### src/rtl/pipe_adder_pkg.sv
// ----------------------------------------------------------------------------
// pipe_adder_pkg
// Shared ALU definitions: op-mode encoding for the add/subtract unit and the
// bit positions of the ALU flag register that consumes carry/overflow/zero.
// ----------------------------------------------------------------------------
package pipe_adder_pkg;

    // Op-mode encoding on the 'sub' input
    localparam logic OP_ADD = 1'b0;
    localparam logic OP_SUB = 1'b1;

    // Flag register bit indices
    localparam int FLAG_C    = 0;
    localparam int FLAG_V    = 1;
    localparam int FLAG_Z    = 2;
    localparam int NUM_FLAGS = 3;

endpackage

### src/rtl/pipe_adder_slice.sv
// ----------------------------------------------------------------------------
// pipe_adder_slice
// Combinational CHUNK-bit adder used for one pipeline stage.
//   a, b   : CHUNK-bit operand slices (b already inverted for subtract)
//   cin    : carry into this slice
//   s      : CHUNK-bit sum slice
//   cout   : carry out of this slice
//   s_msb  : top bit of s, used for signed overflow on the last slice
// ----------------------------------------------------------------------------
module pipe_adder_slice #(
    parameter int CHUNK = 8
) (
    input  logic [CHUNK-1:0] a,
    input  logic [CHUNK-1:0] b,
    input  logic             cin,
    output logic [CHUNK-1:0] s,
    output logic             cout,
    output logic             s_msb
);

    assign {cout, s} = {1'b0, a} + {1'b0, b} + {{CHUNK{1'b0}}, cin};
    assign s_msb     = s[CHUNK-1];

endmodule

### src/rtl/pipe_adder.sv
// ----------------------------------------------------------------------------
// pipe_adder
// Pipelined WIDTH-bit add/subtract unit, CHUNK bits per stage, valid/ready
// on both sides. Latency STAGES cycles, one operation per cycle unstalled.
//   clk, rst            : clock, synchronous active-high reset
//   in_valid / in_ready : operand handshake (num_1, num_2, c_in, sub)
//   out_valid/out_ready : result handshake (sum, carry, overflow, zero)
//   carry               : carry out of MSB; in subtract mode 1 = no borrow
//   overflow            : two's-complement signed overflow
//   zero                : sum == 0
// ----------------------------------------------------------------------------
module pipe_adder
    import pipe_adder_pkg::*;
#(
    parameter int WIDTH = 32,
    parameter int CHUNK = 8
) (
    input  logic             clk,
    input  logic             rst,
    input  logic             in_valid,
    output logic             in_ready,
    input  logic [WIDTH-1:0] num_1,
    input  logic [WIDTH-1:0] num_2,
    input  logic             c_in,
    input  logic             sub,
    output logic             out_valid,
    input  logic             out_ready,
    output logic [WIDTH-1:0] sum,
    output logic             carry,
    output logic             overflow,
    output logic             zero
);

    localparam int STAGES = WIDTH / CHUNK;

    logic                         adv;
    logic                         fire;
    logic [WIDTH-1:0]             b_eff;
    logic                         c_eff;

    // Stage k registers: a_q holds finished sum slices 0..k and the untouched
    // upper slices of operand A; b_q holds the (possibly inverted) operand B.
    logic [STAGES-1:0]            vld_pipe;
    logic [STAGES-1:0][WIDTH-1:0] a_q, a_nxt;
    logic [STAGES-1:0][WIDTH-1:0] b_q, b_nxt;
    logic [STAGES-1:0]            c_q, c_nxt;
    logic                         ovf_q, ovf_nxt;
    logic                         zero_q, zero_nxt;

    // The whole pipe moves as one; a stalled output freezes every stage.
    assign adv      = !out_valid || out_ready;
    assign in_ready = adv || rst;
    assign fire     = in_valid && adv;

    // Subtract is A + ~B + ~borrow_in.
    assign b_eff = (sub == OP_SUB) ? ~num_2 : num_2;
    assign c_eff = (sub == OP_SUB) ? ~c_in  : c_in;

    for (genvar k = 0; k < STAGES; k++) begin : g_stage
        logic [WIDTH-1:0] a_prev, b_prev, merged;
        logic             c_prev;
        logic [CHUNK-1:0] s;
        logic             s_msb;

        if (k == 0) begin : g_first
            assign a_prev = num_1;
            assign b_prev = b_eff;
            assign c_prev = c_eff;
        end else begin : g_next
            assign a_prev = a_q[k-1];
            assign b_prev = b_q[k-1];
            assign c_prev = c_q[k-1];
        end

        pipe_adder_slice #(.CHUNK(CHUNK)) u_slice (
            .a     (a_prev[k*CHUNK +: CHUNK]),
            .b     (b_prev[k*CHUNK +: CHUNK]),
            .cin   (c_prev),
            .s     (s),
            .cout  (c_nxt[k]),
            .s_msb (s_msb)
        );

        always_comb begin
            merged                    = a_prev;
            merged[k*CHUNK +: CHUNK]  = s;
        end

        assign a_nxt[k] = merged;
        assign b_nxt[k] = b_prev;

        // Upper slice of a_prev/b_prev is still the raw operand here.
        if (k == STAGES-1) begin : g_last
            assign ovf_nxt  = (a_prev[WIDTH-1] == b_prev[WIDTH-1]) &&
                              (s_msb != a_prev[WIDTH-1]);
            assign zero_nxt = (merged == '0);
        end
    end

    always_ff @(posedge clk) begin
        if (rst) begin
            vld_pipe <= '0;
            a_q      <= '0;
            b_q      <= '0;
            c_q      <= '0;
            ovf_q    <= 1'b0;
            zero_q   <= 1'b0;
        end else if (adv) begin
            vld_pipe[0] <= fire;
            for (int k = 1; k < STAGES; k++) begin
                vld_pipe[k] <= vld_pipe[k-1];
            end
            a_q    <= a_nxt;
            b_q    <= b_nxt;
            c_q    <= c_nxt;
            ovf_q  <= ovf_nxt;
            zero_q <= zero_nxt;
        end
    end

    assign out_valid = vld_pipe[STAGES-1];
    assign sum       = a_q[STAGES-1];
    assign carry     = c_q[STAGES-1];
    assign overflow  = ovf_q;
    assign zero      = zero_q;

endmodule

### config.mk
export PLATFORM = sky130hd
export DESIGN_NAME = pipe_adder
export DESIGN_NICKNAME = d
export VERILOG_FILES = /design/src/rtl/pipe_adder_pkg.sv /design/src/rtl/pipe_adder_slice.sv /design/src/rtl/pipe_adder.sv
export SDC_FILE = /design/constraint.sdc
export NUM_CORES = 1
export LEC_CHECK = 0
export BUFFER_PORTS_ARGS = -buffer_cell sky130_fd_sc_hd__buf_2
export CORE_MARGIN = 2
export CORE_UTILIZATION = 40
export CTS_BUF_LIST = sky130_fd_sc_hd__clkbuf_4
export DETAILED_ROUTE_END_ITERATION = 7
export PLACE_DENSITY = 0.59
export SYNTH_ARGS = -nofsm -noshare
export SYNTH_HDL_FRONTEND = slang
export SYNTH_HIERARCHICAL = 1
export SYNTH_SLANG_ARGS = --single-unit
### constraint.sdc
create_clock -name clk -period 5.8 [get_ports clk]
set_input_delay 0.58 -clock clk [delete_from_list [all_inputs] [get_ports clk]]
set_output_delay 0.58 -clock clk [all_outputs]
set_load 0.02 [all_outputs]
==> results of run 1 <==
## worst max-delay path, stage by stage
cell	delay (ns)
buf_2	0.69
xor2_1	0.20
fa_1	0.47
fa_1	0.41
a21oi_1	0.21
nor2_1	0.06
nor2_1	0.15
xnor2_1	0.14
nand2_1	0.07
a21oi_1	0.15
## synth_stat cells, drive strengths merged, types with 9 or more instances
master    n
nor4     11
nor2b     9
nand2   330
a21oi   179
xor2     16
buf      58
clkbuf   12
nand3     9
nor2     36
xnor2    34
dfxtp   186
a211oi   25
nor3      9
inv      12
ha       28
## final timing paths
check | endpoint | cells past startpoint | slack [ns] | startpoint
max | g_stage[1].a_prev[6]$_SDFFE_PP0P_ | 10 | 3.14 | sub
min | g_stage[1].a_prev[31]$_SDFFE_PP0P_ | 3 | 0.24 | num_1[31]
min reg2reg | vld_pipe[1]$_SDFFE_PP0P_ | 2 | 0.45 | vld_pipe[0]$_SDFFE_PP0P_
max reg2reg | zero$_SDFFE_PP0P_ | 9 | 3.19 | g_stage[3].a_prev[24]$_SDFFE_PP0P_
## state kept, by name (all words and copies together), names as in the netlist
signal,cells
vld_pipe,4
c_q,4
g_stage.a_prev,96
g_stage.b_prev,48
sum,32
zero,1
overflow,1
## cell families after synthesis
family / count (synthesis)
AO/OA/AOI/OAI: 238
XOR/XNOR: 50
adder cells (fa/ha/maj): 36
buffers and inverters: 82
flip-flops: 186
multiplexers: 3
AND/OR/NAND/NOR: 408
## metal layers
| metal | vias up | global-route usage [%] | wire [um] |
|---|---|---|---|
| met1 | 2822 | 25.7 | 9590 |
| met2 | 97 | 22.4 | 7030 |
| met4 | 0 | 4.18 | 138 |
| met3 | 9 | 3.48 | 532 |
| li1 | 3461 | - | - |
| met5 | - | 0 | 0 |
## final cells by class
| cell class | instances | area [um2] |
|---|---|---|
| flip-flops and latches | 186 | 3720 |
| clock inverters | 15 | 215 |
| diodes | 1 | 2.50 |
| well taps | 270 | 338 |
| clock buffers | 17 | 128 |
| multi-input cells | 735 | 4030 |
| fillers | 2157 | 11100 |
| repair buffers | 110 | 579 |
| inverters | 12 | 45.0 |
## stage by stage
step                      worst slack, ns  hold WS (ns)  util, %  cells
after CTS                            3.17         0.181     44.9   1345
final                                3.14         0.244     44.9   1346
after floorplan                      3.17         0.432        -   1003
after detailed placement             2.55         0.440     43.2   1313
after global placement               2.61         0.436     43.2   1313
after global routing                 2.97         0.175     44.9   1346
## cell usage in the layout (no fill, tap or decap), types with 5 or more instances in the layout
cell | netlist | routed
a211oi_1 | 25 | 25
a21o_1 | 7 | 7
a21oi_1 | 167 | 167
a21oi_2 | 12 | 12
a311o_1 | 5 | 5
buf_2 | 35 | 105
clkbuf_4 | 0 | 17
dfxtp_1 | 186 | 186
fa_1 | 8 | 8
ha_1 | 28 | 28
inv_1 | 10 | 10
nand2_1 | 330 | 330
nand3_1 | 9 | 9
nor2_1 | 35 | 35
nor2b_1 | 8 | 7
nor3_1 | 9 | 9
nor4_1 | 11 | 11
o21ai_0 | 6 | 6
xnor2_1 | 34 | 34
xor2_1 | 16 | 16
## where the power goes
group | switching (mW) | internal [mW]
registers | 0.0521 | 1.37
clock network | 0.458 | 0.353
logic | 0.204 | 0.152
total | 0.714 | 1.87
==> impl_metrics.py, run 1 <==
metrics = {
    "pwr": {
        "peakVddDrop_uv": 116,
        "power.total_mw": 2.59,
        "power_density_mw_per_mm2": 285,
        "p_leak_nw": 3.74,
    },
    "synthesis": {
        "synthMuxAreaShare_pct": 0.366,
        "synth_edf_count": 0,
        "ys_top_cells_by_area": "dfxtp_1 (45%), nand2_1 (15%), a21oi_1 (10%)",
        "syn_area_mm2": 0.00822,
        "avgSynthCellArea_um2": 8.19,
        "ys_types": 39,
        "synthArstFlopShare_pct": 0,
        "yosysWarnings": 6,
        "synth_top_cell_by_area": "dfxtp_1",
        "synthFlopType": "dfxtp_1",
        "ys_ff_latch": 186,
        "synth_top_area_share_pct": 45.3,
        "seq_area_frac_synth_pct": 45.3,
        "synth-simple-area-share_pct": 19.7,
        "synth_compound_area_share_pct": 17.3,
        "synth-xor-area-share_pct": 5.33,
        "syn_inst": 1003,
        "syn_nets": 1109,
        "synth_fa_ha_area_share_pct": 6.21,
        "synth_top_family_by_area": "simple AND/OR/NAND/NOR gates",
    },
    "job": {
        "drv_cap": 0,
    },
    "detailed_routing": {
        "routedWlPerCell_um": 12.8,
        "first_pass_iters": 4,
        "via_count": 6389,
        "wirelength_um": 17300,
        "antenna_left": 0,
        "via_per_inst": 4.75,
        "drc": 0,
        "dr.first_iter.drc_count": 387,
    },
    "layout": {
        "design_area_mm2": 0.00906,
        "nNetsFinal": 1168,
        "drive_gt1_share_pct": 15.1,
        "area_growth_pct": 10.3,
    },
    "global_routing": {
        "antenna_found_initial": 1,
        "overflow": 0,
        "grt_use_total_pct": 16.3,
        "grt_first_pass_wirelength_um": 29200,
        "grt_max_degree": 170,
        "grt_pass1_vias": 5866,
    },
    "timing": {
        "timing.final.crit_share_pct": 45.9,
        "worst_pin_slew_ns": 0.921,
        "relSlewSlack_pct": 38.6,
        "slew_viol_final": 0,
        "grt_setup_unrepaired": "false",
        "min_period_ns": 2.66,
        "final_hold_viol_count": 0,
        "fmax_ghz": 0.376,
        "setup_tns_ns": 0,
        "fin_skew_ns": 0.0193,
        "setup_viol": 0,
    },
    "clock_tree": {
        "clk_pin_slew_ns": 0.15,
        "cts_tree": "yes",
        "clk_latency_ns": 0.57,
        "post_cts_buffers": 0,
        "cts.sinks": 186,
        "clock_path_buffers": 2,
        "root_buffer": "clkbuf_4",
        "post_cts_resized": 0,
        "cts_made_buffers": 17,
        "hold_buffers": 0,
        "htree_levels": 4,
    },
    "floorplan": {
        "core_area_mm2": 0.0202,
        "chipWidth_um": 147,
        "ios": 107,
        "num_rows": 52,
        "start_util_pct": 40.7,
        "die_h_um": 147,
        "die_area_mm2": 0.0217,
    },
    "setup_path": {
        "cp-end-kind": "flop",
        "start_kind": "input pin",
        "required_ns": 6.28,
        "path_class": "in2reg",
        "cp.arrival_ns": 3.15,
        "crit_fanout": 33,
    },
    "placed_design": {
        "place_area_mm2": 0.00872,
        "hpwl_um": 11500,
        "io_buffers": 106,
        "gp_congestion": 0.787,
    },
    "outcome": {
        "status": "finished, final reports clean",
    },
    "worst_hold_path": {
        "min_path_type": "in2reg",
    },
}
(Power assumes the default switching activity.)
==> inputs of run 2 (changes only) <==
Settings changed: PLACE_DENSITY 0.59 to 0.61.
Clock period 5.8 ns to 2.3 ns, I/O delays scaled along.
==> run 2 against run 1 <==
Final area up 6.4%. First-iteration DRC count down 1.6%. Critical path depth decreased by 1. Register-to-register slack lost 3.3 ns. Clock-buffer cell count is 1 higher. Utilization is 2.9 points higher. The flow now finishes with violations (negative setup slack). Largest power group unchanged. Total power up 140%.
==> impl_metrics.py, run 2 (synthesis results as in run 1) <==
metrics = {
    "outcome": {
        "violations": "negative setup slack",
        "status": "finished with violations",
    },
    "timing": {
        "min_period_ns": 2.37,
        "relSlewSlack_pct": 52.9,
        "worst_pin_slew_ns": 0.706,
        "holdWs_ns": 0.107,
        "slew_viol_final": 0,
        "grt_setup_unrepaired": "true",
        "fmax_ghz": 0.422,
        "timing.final.crit_share_pct": 103,
        "fin_ws_ns": -0.0716,
        "final_hold_viol_count": 0,
        "setup_viol": 1,
        "fin_skew_ns": 0.0195,
        "setup_tns_ns": -0.0716,
    },
    "pwr": {
        "p_seq_share_pct": 57.8,
        "netSwitchingFraction_pct": 28.4,
        "comb_power_share_pct": 16.0,
        "clock_power_share_pct": 26.1,
        "power_density_mw_per_mm2": 642,
        "p_leak_nw": 3.99,
        "peakVddDrop_uv": 302,
        "p_int_mw": 4.43,
        "switching_power_mw": 1.75,
    },
    "setup_path": {
        "path_buf_inv": 0,
        "path_delay_family": "adder cells",
        "crit_fanout": 2,
        "cp.arrival_ns": 2.87,
        "path_cells": "fa_2 > fa_2 > a21oi_2 > nor2b_1 > a31oi_1 > xnor2_1 > nor4_1 > nand4_1 > o32ai_1",
        "required_ns": 2.80,
        "start_kind": "flop",
        "path_class": "reg2reg",
        "cpMostUsedCell": "fa_2",
        "cp-end-kind": "flop",
        "cp_slowest_cell": "fa_2",
        "cp_slowest_stage_delay_ns": 0.40,
    },
    "floorplan": {
        "chipWidth_um": 147,
        "num_rows": 52,
        "ios": 107,
        "core_area_mm2": 0.0202,
        "start_util_pct": 40.7,
        "die_area_mm2": 0.0217,
        "die_h_um": 147,
    },
    "layout": {
        "drive_gt1_share_pct": 15.7,
        "final_common_cell": "nand2_1",
        "utilization_pct": 47.8,
        "largest_reg_flops": 96,
        "area_growth_pct": 17.3,
        "final_cell_count_no_fill": 1410,
        "nNetsFinal": 1232,
        "final_cell_mix": "nand2_1 (330), dfxtp_1 (185), a21oi_1 (166), buf_2 (105), dlygate4sd3_1 (50)",
    },
    "detailed_routing": {
        "routedWlPerCell_um": 13.0,
        "wirelength_um": 18300,
        "via_count": 6775,
        "antenna_left": 0,
        "via_per_inst": 4.80,
        "first_pass_iters": 4,
        "drc": 0,
        "dr.first_iter.drc_count": 381,
    },
    "clock_tree": {
        "root_buffer": "clkbuf_4",
        "clock_path_buffers": 2,
        "clk_pin_slew_ns": 0.15,
        "cts_made_buffers": 17,
        "clk_latency_ns": 0.58,
        "cts.sinks": 186,
        "cts_tree": "yes",
        "htree_levels": 4,
    },
    "job": {
        "drv_cap": 0,
    },
    "placed_design": {
        "gp_congestion": 0.802,
        "dp_cells": 1325,
        "io_buffers": 106,
        "post-place-ws_ns": -0.137,
        "hpwl_um": 12300,
    },
    "global_routing": {
        "grt_use_total_pct": 17.1,
        "grt_max_degree": 102,
        "antenna_found_initial": 1,
        "grt_first_pass_wirelength_um": 30600,
        "overflow": 0,
        "grt_pass1_vias": 6148,
    },
    "worst_hold_path": {
        "min_path_type": "in2reg",
    },
}
[run 2: routing by layer]
metal | part of all wire, % | routed length, um | vias up | GRT usage, %
met4 | 1.3 | 236 | 0 | 4.71
li1 | - | - | 3589 | -
met5 | 0 | 0 | - | 0
met2 | 42 | 7670 | 114 | 24.6
met1 | 53 | 9710 | 3053 | 25.5
met3 | 3.7 | 674 | 19 | 3.91
[run 2: final timing paths]
| check | startpoint | to | slack (ns) | cells past startpoint |
|---|---|---|---|---|
| worst max-delay path | g_stage[3].a_prev[24]$_SDFFE_PP0P_ | zero$_SDFFE_PP0P_ | -0.07 | 9 |
| worst min-delay path | num_1[0] | g_stage[1].a_prev[0]$_SDFFE_PP0P_ | 0.11 | 4 |
| worst max register to register | g_stage[3].a_prev[24]$_SDFFE_PP0P_ | zero$_SDFFE_PP0P_ | -0.07 | 9 |
| worst min register to register | g_stage[2].b_prev[31]$_SDFFE_PP0P_ | g_stage[3].b_prev[31]$_SDFFE_PP0P_ | 0.45 | 2 |
[run 2: final cells by class]
| type | count | area, um2 |
|---|---|---|
| sequential | 186 | 3720 |
| tap | 270 | 338 |
| antenna | 1 | 2.50 |
| timing repair buffer | 174 | 1230 |
| clock buffer | 18 | 135 |
| clock inverter | 14 | 106 |
| multi-input combinational | 735 | 4050 |
| inverter | 12 | 45.0 |
| fill | 2084 | 10500 |
[run 2: what timing repair did]
item / CTS / global route
buffers inserted: 1 / 1
hold buffers: 50 / 0
setup endpoints to repair: 1 / 3
endpoints found under the hold margin: 50 / 0
gates resized for setup: 3 / 2
pin swaps: 5 / 5
[run 2: power by group through the flow]
stage | combinational (mW) | sequential (mW) | clock (mW)
floorplan | 0.664 | 3.65 | 0
global placement | 0.915 | 3.64 | 0
detailed placement | 0.919 | 3.65 | 0
CTS | 0.993 | 3.58 | 1.69
global route | 1.11 | 3.61 | 1.82
finish | 0.992 | 3.58 | 1.62
[run 2: metrics by stage]
| stage | power (mW) | instance area [um2] |
|---|---|---|
| finish | 6.19 | 9640 |
| global route | 6.54 | 9640 |
| CTS | 6.27 | 9620 |
| detailed placement | 4.57 | 8860 |
| global placement | 4.56 | 8860 |
| floorplan | 4.31 | 8220 |
[run 2: tightest hold or removal path, delay by kind of cell]
| kind | cells | cell delay, ns |
|---|---|---|
| adders and majority gates | 1 | 0.15 |
| AOI/OAI and AO/OA | 1 | 0.12 |
| buffers and inverters | 1 | 0.09 |
| and+or+nand+nor | 1 | 0.05 |
==> inputs of run 3 (changes only) <==
Settings changed: ABC_AREA from default to 1, ABC_CLOCK_PERIOD_IN_PS from default to 2300.
==> run 3 against run 2 <==
The run now ends clean. Non-clock buffer count is 1 lower. Sequential power is 1% higher. Critical path depth is 4 lower. Combinational power is 8% higher. Largest power group unchanged.
==> impl_metrics.py, run 3 <==
metrics = {
    "timing": {
        "setup_tns_ns": 0,
        "timing.final.crit_share_pct": 90.4,
        "worst_pin_slew_ns": 0.584,
        "relSlewSlack_pct": 61.0,
        "min_period_ns": 2.08,
        "fmax_ghz": 0.481,
        "fin_skew_ns": 0.0223,
        "final_hold_viol_count": 0,
        "slew_viol_final": 0,
        "setup_viol": 0,
        "grt_setup_unrepaired": "false",
    },
    "synthesis": {
        "avgSynthCellArea_um2": 7.60,
        "synth.most_common_cell": "nor2_1",
        "synthArstFlopShare_pct": 0,
        "synthFlopType": "dfxtp_1",
        "ys_types": 29,
        "yosysWarnings": 6,
        "synth_top_area_share_pct": 44.7,
        "synth_edf_count": 0,
        "syn_nets": 1203,
        "seq_area_frac_synth_pct": 44.7,
        "synth_top_cell_by_area": "dfxtp_1",
        "syn_inst": 1097,
        "synth_top_cells_by_count": "nor2_1 (332), dfxtp_1 (186), o21ai_0 (113), nand2_1 (108), o21ai_1 (73)",
        "ys_top_cells_by_area": "dfxtp_1 (45%), nor2_1 (15%), o21ai_0 (6.8%)",
        "ys_ff_latch": 186,
        "syn_area_mm2": 0.00834,
    },
    "layout": {
        "final_common_cell": "nor2_1",
        "nNetsFinal": 1328,
        "fillers": 2112,
        "largest_reg_flops": 96,
        "drive_gt1_share_pct": 15.2,
        "design_area_mm2": 0.00976,
        "final_cell_mix": "nor2_1 (332), dfxtp_1 (186), o21ai_0 (113), nand2_1 (108), buf_2 (106)",
        "area_growth_pct": 17.0,
    },
    "setup_path": {
        "path_class": "reg2out",
        "path_delay_family": "buffers and inverters",
        "cp-end-kind": "output pin",
        "rr_startpoint": "g_stage[3].a_prev[24]$_SDFFE_PP0P_",
        "required_ns": 2.07,
        "path_cells": "inv_1 > nor2_4 > clkbuf_16 > nand2_1 > buf_2",
        "cp_slowest_cell": "dfxtp_1",
        "r2r_end": "zero$_SDFFE_PP0P_",
        "path_depth": 5,
        "cp_slowest_stage_delay_ns": 0.35,
        "startpoint": "vld_pipe[3]$_SDFFE_PP0P_",
        "cp.arrival_ns": 1.85,
        "regToRegSetupSlack_ns": 0.25,
        "crit_end": "in_ready",
        "path_buf_inv": 3,
        "r2r_cells": 13,
        "crit_fanout": 51,
        "start_kind": "flop",
    },
    "floorplan": {
        "chipWidth_um": 148,
        "num_rows": 52,
        "start_util_pct": 40.9,
        "die_area_mm2": 0.0220,
        "core_area_mm2": 0.0204,
        "die_h_um": 148,
        "ios": 107,
    },
    "clock_tree": {
        "clk_latency_ns": 0.58,
        "cts.sinks": 186,
        "clock_path_buffers": 2,
        "post_cts_buffers": 0,
        "htree_levels": 4,
        "cts_tree": "yes",
        "clk_pin_slew_ns": 0.14,
        "root_buffer": "clkbuf_4",
        "cts_made_buffers": 17,
    },
    "global_routing": {
        "grt_first_pass_wirelength_um": 30400,
        "overflow": 0,
        "grt_pass1_vias": 6388,
        "grt_use_total_pct": 16.9,
        "antenna_found_initial": 1,
        "grt_max_degree": 103,
    },
    "detailed_routing": {
        "wirelength_um": 18100,
        "first_pass_iters": 6,
        "drc": 0,
        "via_per_inst": 4.63,
        "routedWlPerCell_um": 12.0,
        "dr.first_iter.drc_count": 330,
        "via_count": 6975,
        "antenna_left": 0,
    },
    "job": {
        "drv_cap": 0,
    },
    "pwr": {
        "peakVddDrop_uv": 290,
        "power_density_mw_per_mm2": 661,
        "p_leak_nw": 4.94,
    },
    "placed_design": {
        "io_buffers": 106,
        "gp_congestion": 0.764,
        "hpwl_um": 12200,
        "place_area_mm2": 0.00897,
    },
    "outcome": {
        "status": "finished, final reports clean",
    },
    "worst_hold_path": {
        "min_path_type": "in2reg",
        "hold_start": "num_1[0]",
    },
}
-- run 3: cell count changes in the layout (fill, tap and decap cells not counted), moves of 8 or more --
| cell | change |
|---|---|
| o21ai_1 | +73 |
| o21ai_0 | +107 |
| a21oi_2 | -13 |
| nor4_1 | -11 |
| inv_1 | +29 |
| nor2_1 | +297 |
| nand2_1 | -222 |
| xnor2_1 | -10 |
| a21oi_1 | -129 |
| nand2_2 | +9 |
| nand3_1 | +8 |
| a211oi_1 | -24 |
| nor3_1 | -9 |
-- run 3: per-stage QoR --
stage | utilization [%] | hold slack [ns] | total power, mW | worst slack (ns) | cells
3_5_place_dp | 44.0 | 0.454 | 4.71 | 0.117 | 1422
3_3_place_gp | 44.0 | 0.446 | 4.69 | 0.161 | 1422
5_1_grt | 47.9 | 0.0493 | 6.85 | 0.00962 | 1505
6_report | 47.9 | 0.0900 | 6.45 | 0.221 | 1505
4_1_cts | 47.8 | 0.0401 | 6.53 | 0.0879 | 1503
2_1_floorplan | - | 0.330 | 4.43 | 0.0405 | 1097
-- run 3: layout make-up --
type | instances | area [um2] | area share (%)
antenna | 1 | 2.50 | 0.0256
clock buffer | 19 | 143 | 1.46
clock inverter | 12 | 125 | 1.28
inverter | 45 | 176 | 1.81
multi-input combinational | 799 | 4060 | 41.6
sequential | 186 | 3720 | 38.2
tap | 270 | 338 | 3.46
timing repair buffer | 173 | 1190 | 12.2
-- run 3: worst min-delay path by stage --
stage / cells after the start / to
finish: 4 / g_stage[1].a_prev[0]$_SDFFE_PP0P_
global route: 4 / g_stage[1].a_prev[0]$_SDFFE_PP0P_
CTS: 4 / g_stage[1].a_prev[0]$_SDFFE_PP0P_
detailed placement: 2 / vld_pipe[2]$_SDFFE_PP0P_
global placement: 2 / vld_pipe[2]$_SDFFE_PP0P_
floorplan: 1 / vld_pipe[3]$_SDFFE_PP0P_
-- run 3: logic make-up (layout without fill, tap and decap cells) --
family	after synthesis	after routing	share of synthesized area [%]
AO/OA/AOI/OAI	231	231	14.0
adder cells (fa/ha/maj)	36	36	6.12
AND/OR/NAND/NOR	494	494	24.5
buffers and inverters	112	249	6.71
flip-flops	186	186	44.7
XOR/XNOR	38	38	3.99
other	0	1	0
-- run 3: power by group --
group	switching, mW	total [mW]	internal [mW]
combinational	0.592	1.07	0.475
clock	1.09	1.75	0.661
sequential	0.148	3.63	3.48
total	1.83	6.45	4.62
-- run 3: timing repair --
action	in CTS	in global routing
gates resized for setup	0	3
hold endpoints to repair	50	0
endpoints found under the setup margin	0	2
hold buffers	50	0
-- run 3: worst register-to-register path, delay by kind of cell (launching register included) --
family	cells	cell delay (ns)
adders and majority gates	2	0.84
and+or+nand+nor	9	0.62
DFF	1	0.35
AOI/OAI and AO/OA	1	0.12
buffers and inverters	1	0.06
-- run 3: metal layers --
layer	GRT usage (%)	part of all wire (%)	vias to the layer above
li1	-	-	3771
met1	24.3	53	3067
met2	25.4	41	117
met3	3.22	4.0	20
met4	5.62	1.5	0
met5	0	0	-
